### config.mk
export PLATFORM = sky130hd
export DESIGN_NAME = fetch_sequencer_flat
export DESIGN_NICKNAME = d
export VERILOG_FILES = /design/src/rtl/fetch_sequencer_if.sv /design/src/rtl/fetch_sequencer.sv /design/src/flat_wrapper.sv
export SDC_FILE = /design/constraint.sdc
export NUM_CORES = 1
export LEC_CHECK = 0
export ABC_AREA = 1
export CORE_AREA = 2 2 81 141
export CTS_CLUSTER_SIZE = 30
export DETAILED_ROUTE_END_ITERATION = 7
export DIE_AREA = 0 0 83 143
export PLACE_DENSITY_LB_ADDON = 0.1
export SYNTH_ARGS = -nofsm -noshare
export SYNTH_HDL_FRONTEND = slang
export SYNTH_SLANG_ARGS = --single-unit
### constraint.sdc
create_clock -name clk -period 2.32 [get_ports clk]
set_input_delay 0.232 -clock clk [delete_from_list [all_inputs] [get_ports clk]]
set_output_delay 0.232 -clock clk [all_outputs]
set_load 0.05 [all_outputs]
### src/rtl/fetch_sequencer_if.sv
// Purpose: bundles the ROM port, the instruction handshake to the execution
//          unit, and the stack/fault status of the fetch sequencer.
// Signals:
//   rom_addr/rom_data           : asynchronous-read program ROM port
//   ir/ir_addr/ir_valid/ir_ready: instruction word handshake
//   br_req/br_type/br_target    : redirect reported with an accepted word
//   sp/fault/fault_code         : stack occupancy and sticky fault status
// Modports: master = sequencer side, slave = ROM / execution unit side.
interface fetch_sequencer_if #(
  parameter int ADDR_BITS   = 8,
  parameter int WORD_WIDTH  = 24,
  parameter int STACK_DEPTH = 8
);
  localparam int SP_BITS = $clog2(STACK_DEPTH) + 1;

  logic [ADDR_BITS-1:0]  rom_addr;
  logic [WORD_WIDTH-1:0] rom_data;
  logic [WORD_WIDTH-1:0] ir;
  logic [ADDR_BITS-1:0]  ir_addr;
  logic                  ir_valid;
  logic                  ir_ready;
  logic                  br_req;
  logic [1:0]            br_type;
  logic [ADDR_BITS-1:0]  br_target;
  logic [SP_BITS-1:0]    sp;
  logic                  fault;
  logic [1:0]            fault_code;

  modport master (
    output rom_addr, ir, ir_addr, ir_valid, sp, fault, fault_code,
    input  rom_data, ir_ready, br_req, br_type, br_target
  );

  modport slave (
    input  rom_addr, ir, ir_addr, ir_valid, sp, fault, fault_code,
    output rom_data, ir_ready, br_req, br_type, br_target
  );
endinterface

### src/rtl/fetch_sequencer.sv
// Purpose: instruction-fetch controller. Owns the program counter and the
//          CLL/RET return-address stack, reads the async ROM and presents
//          each registered word over a valid/ready handshake, one per cycle.
// Ports:
//   clk : system clock, rising edge
//   rst : synchronous active-high reset
//   bus : fetch_sequencer_if.master (ROM port, handshake, redirects, status)
//
// state   | meaning
// --------+-----------------------------------------------------------
// S_FETCH | first fetch after reset, ir not yet valid
// S_ISSUE | ir valid; each accept loads the next word in the same edge
// S_FAULT | stack overflow/underflow seen; frozen until reset
module fetch_sequencer #(
  parameter int ADDR_BITS   = 8,
  parameter int WORD_WIDTH  = 24,
  parameter int STACK_DEPTH = 8
) (
  input  logic              clk,
  input  logic              rst,
  fetch_sequencer_if.master bus
);
  localparam int SP_BITS  = $clog2(STACK_DEPTH) + 1;
  localparam int PTR_BITS = $clog2(STACK_DEPTH);

  localparam logic [1:0] BR_JMP = 2'b00;
  localparam logic [1:0] BR_CLL = 2'b01;
  localparam logic [1:0] BR_RET = 2'b10;
  localparam logic [1:0] BR_RST = 2'b11;

  typedef enum logic [1:0] {S_FETCH, S_ISSUE, S_FAULT} state_t;

  state_t                r_state;
  state_t                w_state_nxt;
  logic [ADDR_BITS-1:0]  r_pc;
  logic [WORD_WIDTH-1:0] r_ir;
  logic [ADDR_BITS-1:0]  r_ir_addr;
  logic                  r_ir_valid;
  logic [ADDR_BITS-1:0]  r_stack [STACK_DEPTH];
  logic [SP_BITS-1:0]    r_sp;
  logic                  r_fault;
  logic [1:0]            r_fault_code;

  logic                  w_accept;
  logic                  w_push;
  logic                  w_pop;
  logic                  w_ovf;
  logic                  w_unf;
  logic [PTR_BITS-1:0]   w_top;
  logic [ADDR_BITS-1:0]  w_npc;
  logic [ADDR_BITS-1:0]  w_rom_addr;

  assign w_accept = (r_state == S_ISSUE) && r_ir_valid && bus.ir_ready;
  assign w_push   = w_accept && bus.br_req && (bus.br_type == BR_CLL);
  assign w_pop    = w_accept && bus.br_req && (bus.br_type == BR_RET);
  assign w_ovf    = w_push && (r_sp == SP_BITS'(STACK_DEPTH));
  assign w_unf    = w_pop && (r_sp == '0);
  assign w_top    = r_sp[PTR_BITS-1:0] - PTR_BITS'(1);

  // state register
  always_ff @(posedge clk) begin
    if (rst) r_state <= S_FETCH;
    else     r_state <= w_state_nxt;
  end

  // next-state
  always_comb begin
    w_state_nxt = r_state;
    unique case (r_state)
      S_FETCH: w_state_nxt = S_ISSUE;
      S_ISSUE: if (w_ovf || w_unf) w_state_nxt = S_FAULT;
      default: w_state_nxt = S_FAULT;
    endcase
  end

  // outputs: the ROM address follows the redirect combinationally so the
  // target word lands in ir on the same edge that accepts the branch.
  always_comb begin
    w_npc = r_pc;
    if (w_accept && bus.br_req) begin
      unique case (bus.br_type)
        BR_JMP, BR_CLL: w_npc = bus.br_target;
        BR_RET:         w_npc = r_stack[w_top];
        default:        w_npc = '0;
      endcase
    end
    w_rom_addr = r_pc;
    if (rst)           w_rom_addr = '0;
    else if (w_accept) w_rom_addr = w_npc;
  end

  always_ff @(posedge clk) begin
    if (rst) begin
      r_pc         <= '0;
      r_ir         <= '0;
      r_ir_addr    <= '0;
      r_ir_valid   <= 1'b0;
      r_sp         <= '0;
      r_fault      <= 1'b0;
      r_fault_code <= 2'b00;
    end else if (r_state == S_FETCH || (w_accept && !w_ovf && !w_unf)) begin
      r_ir       <= bus.rom_data;
      r_ir_addr  <= w_rom_addr;
      r_ir_valid <= 1'b1;
      r_pc       <= w_rom_addr + ADDR_BITS'(1);
      if (w_push)
        r_sp <= r_sp + SP_BITS'(1);
      else if (w_pop)
        r_sp <= r_sp - SP_BITS'(1);
      else if (w_accept && bus.br_req && bus.br_type == BR_RST)
        r_sp <= '0;
    end else if (w_ovf || w_unf) begin
      // faulting redirect: nothing fetched, stack untouched
      r_ir_valid   <= 1'b0;
      r_fault      <= 1'b1;
      r_fault_code <= w_ovf ? 2'b01 : 2'b10;
    end
  end

  // stack contents need no reset; sp alone defines what is live
  always_ff @(posedge clk) begin
    if (!rst && w_push && !w_ovf)
      r_stack[r_sp[PTR_BITS-1:0]] <= r_pc;
  end

  assign bus.rom_addr   = w_rom_addr;
  assign bus.ir         = r_ir;
  assign bus.ir_addr    = r_ir_addr;
  assign bus.ir_valid   = r_ir_valid;
  assign bus.sp         = r_sp;
  assign bus.fault      = r_fault;
  assign bus.fault_code = r_fault_code;
endmodule

### src/flat_wrapper.sv
// flat-port wrapper written by rule: the top's interface ports become plain ports
module fetch_sequencer_flat 
#(
  parameter int ADDR_BITS   = 8,
  parameter int WORD_WIDTH  = 24,
  parameter int STACK_DEPTH = 8
)
  (clk, rst, bus_rom_addr, bus_ir, bus_ir_addr, bus_ir_valid, bus_sp, bus_fault, bus_fault_code, bus_rom_data, bus_ir_ready, bus_br_req, bus_br_type, bus_br_target);
  fetch_sequencer_if #(.ADDR_BITS(ADDR_BITS), .WORD_WIDTH(WORD_WIDTH), .STACK_DEPTH(STACK_DEPTH)) bus_i ();
  input  logic clk;
  input  logic rst;
  output wire logic [$bits(bus_i.rom_addr)-1:0] bus_rom_addr;
  output wire logic [$bits(bus_i.ir)-1:0] bus_ir;
  output wire logic [$bits(bus_i.ir_addr)-1:0] bus_ir_addr;
  output wire logic [$bits(bus_i.ir_valid)-1:0] bus_ir_valid;
  output wire logic [$bits(bus_i.sp)-1:0] bus_sp;
  output wire logic [$bits(bus_i.fault)-1:0] bus_fault;
  output wire logic [$bits(bus_i.fault_code)-1:0] bus_fault_code;
  input wire logic [$bits(bus_i.rom_data)-1:0] bus_rom_data;
  input wire logic [$bits(bus_i.ir_ready)-1:0] bus_ir_ready;
  input wire logic [$bits(bus_i.br_req)-1:0] bus_br_req;
  input wire logic [$bits(bus_i.br_type)-1:0] bus_br_type;
  input wire logic [$bits(bus_i.br_target)-1:0] bus_br_target;
  assign bus_rom_addr = bus_i.rom_addr;
  assign bus_ir = bus_i.ir;
  assign bus_ir_addr = bus_i.ir_addr;
  assign bus_ir_valid = bus_i.ir_valid;
  assign bus_sp = bus_i.sp;
  assign bus_fault = bus_i.fault;
  assign bus_fault_code = bus_i.fault_code;
  assign bus_i.rom_data = bus_rom_data;
  assign bus_i.ir_ready = bus_ir_ready;
  assign bus_i.br_req = bus_br_req;
  assign bus_i.br_type = bus_br_type;
  assign bus_i.br_target = bus_br_target;
  fetch_sequencer #(.ADDR_BITS(ADDR_BITS), .WORD_WIDTH(WORD_WIDTH), .STACK_DEPTH(STACK_DEPTH)) u_core (.clk(clk), .rst(rst), .bus(bus_i));
endmodule
==> Implementation_results.wiki <==
{| class="wikitable"
! Metric !! Value
|-
| Layout cells sized above 1 || around 19%
|-
| Core region area || about 0.011 sq mm
|-
| Number of primary I/O pins || between 80 and 90
|-
| Number of global-route vias before repair || around 4300
|-
| Arrival time worst endpoint || 2110 ps
|-
| Commonest cells after routing, fill and taps aside || 95 x nand2_1, 93 x nor2_1, 77 x clkdlybuf4s50_1
|-
| Fillers || 875
|-
| Net count, final || about 720
|-
| X dimension of the die || 83 microns
|-
| Instance count after placement with tap cells included || between 700 and 800
|-
| Final HPWL DP || approximately 9000 microns
|-
| Clock tree root buffer cell || clkbuf_16
|-
| Number of buffers inserted for hold repair after clock tree synthesis || 0
|-
| Router iterations before antenna repair || 4
|-
| Yosys warning count || 0
|-
| Path category of the worst min-delay check || in -> reg
|-
| Rows || 50
|-
| Clock tree from TritonCTS || done
|-
| Critical path required time || between 2000 and 2500 ps
|-
| CP Max Fanout || 15
|-
| Total wire length || 12800 microns
|-
| Critical-path top delay cell || dfxtp_4
|-
| Floorplan die area || about 0.012 sq mm
|-
| Class of the most critical setup path || reg -> out
|-
| Clock insertion delay at the later pin of the skew report || about 400 ps
|-
| Detailed router's first-iteration violation count || 195
|-
| Antenna violations before repair || 0
|-
| Highest Clock Rate || between 400 and 500 MHz
|-
| Element type at the critical path start || flop
|-
| Share of the synthesized area in compound gates (AO/OA/AOI/OAI) || a little under a tenth
|-
| Syn nets || 600
|-
| Flip-flop and latch count after synthesis || about 110
|-
| Violations in the final reports || negative setup slack
|-
| Leakage power total || 2.94 nW
|-
| Total number of vias || around 4200
|-
| Clock network fraction of total power || ~48%
|-
| Main combinational cell family by area after synthesis || simple AND/OR/NAND/NOR gates
|-
| Worst Skew || 13.1 ps
|-
| Cell area power density || 783 mW/mm^2
|-
| Capturing element type of the critical path || output pin
|-
| Worst Setup Slack, final || -17.0 ps
|-
| Worst-margin pin slew || ~520 ps
|-
| DP Worst Slack || around 62 ps
|-
| Count of port buffers added during placement || 85
|-
| Clock buffer depth || 2
|-
| Gate count of the mapped netlist || 558
|-
| Sw frac || between 20% and 30%
|-
| Most common library cell in the layout ignoring fill and taps || nand2_1
|-
| Switching power total || about 0.0013 W
|-
| Sequential share of the synthesized area || between 50 and 60%
|-
| Xor-xnor portion of the synthesized cell area || 0.989%
|-
| Average size of a mapped cell || around 9.1 sq um
|-
| Area share of and/or/nand/nor cells after synthesis || approximately a quarter
|-
| Pin count of the biggest net entering global routing || 40
|-
| Area of the mapped netlist || ~0.005 sq mm
|-
| Setup-failing EPs final || 4
|-
| Adder-cell share of the synthesized area || 0.989%
|-
| Sequential fraction of design power || 40.2%
|-
| DRC errors left || 0
|-
| Part of the power in combinational logic || 11.5%
|-
| Leftover overflow at the end of global routing || 0
|-
| Synthesis-to-finish area growth || 39.6%
|-
| Global-route wire length before repair || 20600 microns
|-
| Final Util || 66.1%
|-
| Max-capacitance violation count || 0
|-
| Initial core utilization || between 40% and 50%
|-
| Setup repair after global routing missed its margin || yes
|-
| Hold Vio Cnt, Final || 0
|-
| Final routed wire length divided by cell count || 15.5 microns
|-
| Clock transition at the register clock pins on the worst setup and hold paths after CTS || ~50 ps
|-
| Number of cells in the finished layout apart from fillers || roughly 820
|-
| Overall die height || between 100 and 150 microns
|-
| Synth cell types || 40
|-
| Multiplexer area fraction after synthesis || 0%
|-
| Residual antenna-violating net count after detailed routing || 0
|-
| Sink count of the clock tree || 114
|-
| Aggregate global-route resource usage || about 22%
|-
| Critical Path Max Stage Delay || between 300 and 400 ps
|-
| Count of antenna diodes in the layout || 0
|-
| Routability congestion estimate || between 0.8 and 0.9
|-
| Relative slew margins || about two thirds
|-
| CTS H-Tree Depth || 4
|-
| Post-layout min period || 2340 ps
|-
| Post-route clock period utilization || 101%
|-
| Final count of pins violating max slew || 0
|-
| Cts bufs inserted || 17
|-
| Outcome || complete, but fails checks
|-
| Maximum VDD drop || 0.000748 V
|-
| Cell-internal power || approximately 0.0042 W
|-
| Routed vias/inst || approximately 5
|-
| Cells along the critical path || clkinvlp_4 -> ha_4 -> buf_12 -> o21ai_0 -> o211ai_1 -> nand3_1 -> nand2_2 -> nand2_2 -> inv_2 -> buf_12
|}
==> state kept, by name, summed over array words and instances (netlist names) <==
signal / cells
u_core.r_pc: 8
u_core.r_stack: 64
u_core.bus.ir: 24
u_core.bus.fault: 1
u_core.bus.ir_valid: 1
u_core.bus.sp: 4
u_core.r_state: 2
u_core.bus.ir_addr: 8
u_core.bus.fault_code: 2
==> cell type report <==
cell class	instances	area, sq um	area share, %
flip-flops and latches	114	2930	41.5
clock inverters	7	91.3	1.29
well taps	130	163	2.30
inverters	56	223	3.15
clock buffers	25	529	7.49
repair buffers	130	1320	18.7
multi-input cells	362	1810	25.6
==> power by group through the flow <==
stage	Clock, W	Sequential [W]	Combinational (W)
2_1_floorplan	0	0.00241	0.000214
3_3_place_gp	0	0.00226	0.000605
3_5_place_dp	0	0.00226	0.000609
4_1_cts	0.00272	0.00223	0.000633
5_1_grt	0.00281	0.00223	0.000678
6_report	0.00267	0.00223	0.000635
==> layer usage <==
| layer | GRT usage (%) | wire length [microns] | share of wire [%] | up-vias |
|---|---|---|---|---|
| met5 | 0 | 0 | 0 | - |
| met4 | 11.2 | 280 | 2.2 | 0 |
| met3 | 6.53 | 670 | 5.2 | 21 |
| met2 | 41.0 | 7120 | 56 | 121 |
| met1 | 22.7 | 4720 | 37 | 1968 |
| li1 | - | - | - | 2087 |
==> critical path, delay by kind of cell (launching register included) <==
| family | cells | cell delay, ps |
|---|---|---|
| buffers and inverters | 4 | 470 |
| adders and majority gates | 1 | 340 |
| DFF | 1 | 360 |
| AOI/OAI and AO/OA | 2 | 250 |
| and+or+nand+nor | 3 | 290 |
==> path summary, 6_finish.rpt <==
check,endpoint,cells after the start,slack [ps],start
max,bus_rom_addr[7],10,-20,u_core.bus.sp[1]$_SDFFE_PP0P_
min,u_core.bus.ir[12]$_SDFFE_PP0P_,3,410,bus_rom_data[12]
min reg2reg,u_core.bus.ir_addr[6]$_SDFFE_PP0P_,2,470,u_core.bus.ir_addr[6]$_SDFFE_PP0P_
max reg2reg,u_core.r_pc[4]$_SDFFE_PP0P_,16,60,u_core.bus.sp[1]$_SDFFE_PP0P_
==> cells by family (layout without fill, tap and decap cells) <==
| logic type | Yosys count | after routing |
|---|---|---|
| compound gates | 83 | 83 |
| xor+xnor | 4 | 4 |
| fa+ha+maj | 4 | 4 |
| buf+inv | 82 | 218 |
| flops | 114 | 114 |
| simple gates | 271 | 271 |
==> per-stage QoR <==
stage | TNS (ps) | hold WS [ps] | total power, W | area, sq um
global route | -1130 | 417 | 0.00572 | 7070
floorplan | -3330 | 367 | 0.00262 | 5120
global placement | 0 | 458 | 0.00287 | 6280
finish | -55.9 | 410 | 0.00553 | 7070
detailed placement | 0 | 463 | 0.00287 | 6280
CTS | -153 | 395 | 0.00558 | 7010
==> cell usage after synthesis <==
cell,instances,area [sq um]
nand2_1,100,375
nor2_1,93,349
edfxtp_1,64,1920
dfxtp_1,50,1000
inv_1,48,180
nand3_1,43,215
o21ai_0,40,200
a21oi_1,20,100
buf_2,11,55.1
nor3_1,9,45.0
inv_2,8,30.0
o21ai_1,8,40.0
nor2_2,7,43.8
clkbuf_1,6,22.5
nand2_2,6,37.5
buf_6,4,45.0
ha_1,4,50.1
buf_4,3,22.5
nand3_2,3,30.0
nor2_4,3,33.8
o21a_1,3,22.5
a211oi_1,2,15.0
a21oi_4,2,32.5
o211ai_1,2,15.0
o21bai_1,2,15.0
o22ai_1,2,12.5
xnor2_1,2,17.5
a31o_2,1,8.76
a31oi_1,1,6.26
and2_1,1,6.26
buf_1,1,3.75
buf_8,1,15.0
nand2_4,1,11.3
nand3_4,1,17.5
nand4_1,1,6.26
nand4_2,1,12.5
or2_1,1,6.26
or2_2,1,6.26
xnor2_2,1,16.3
xor2_2,1,16.3
==> timing repair <==
action	CTS	global route
setup endpoints to repair	8	14
buffers inserted	12	5
resized for setup	15	5
pin swaps	8	3
(Power assumes the default switching activity.)
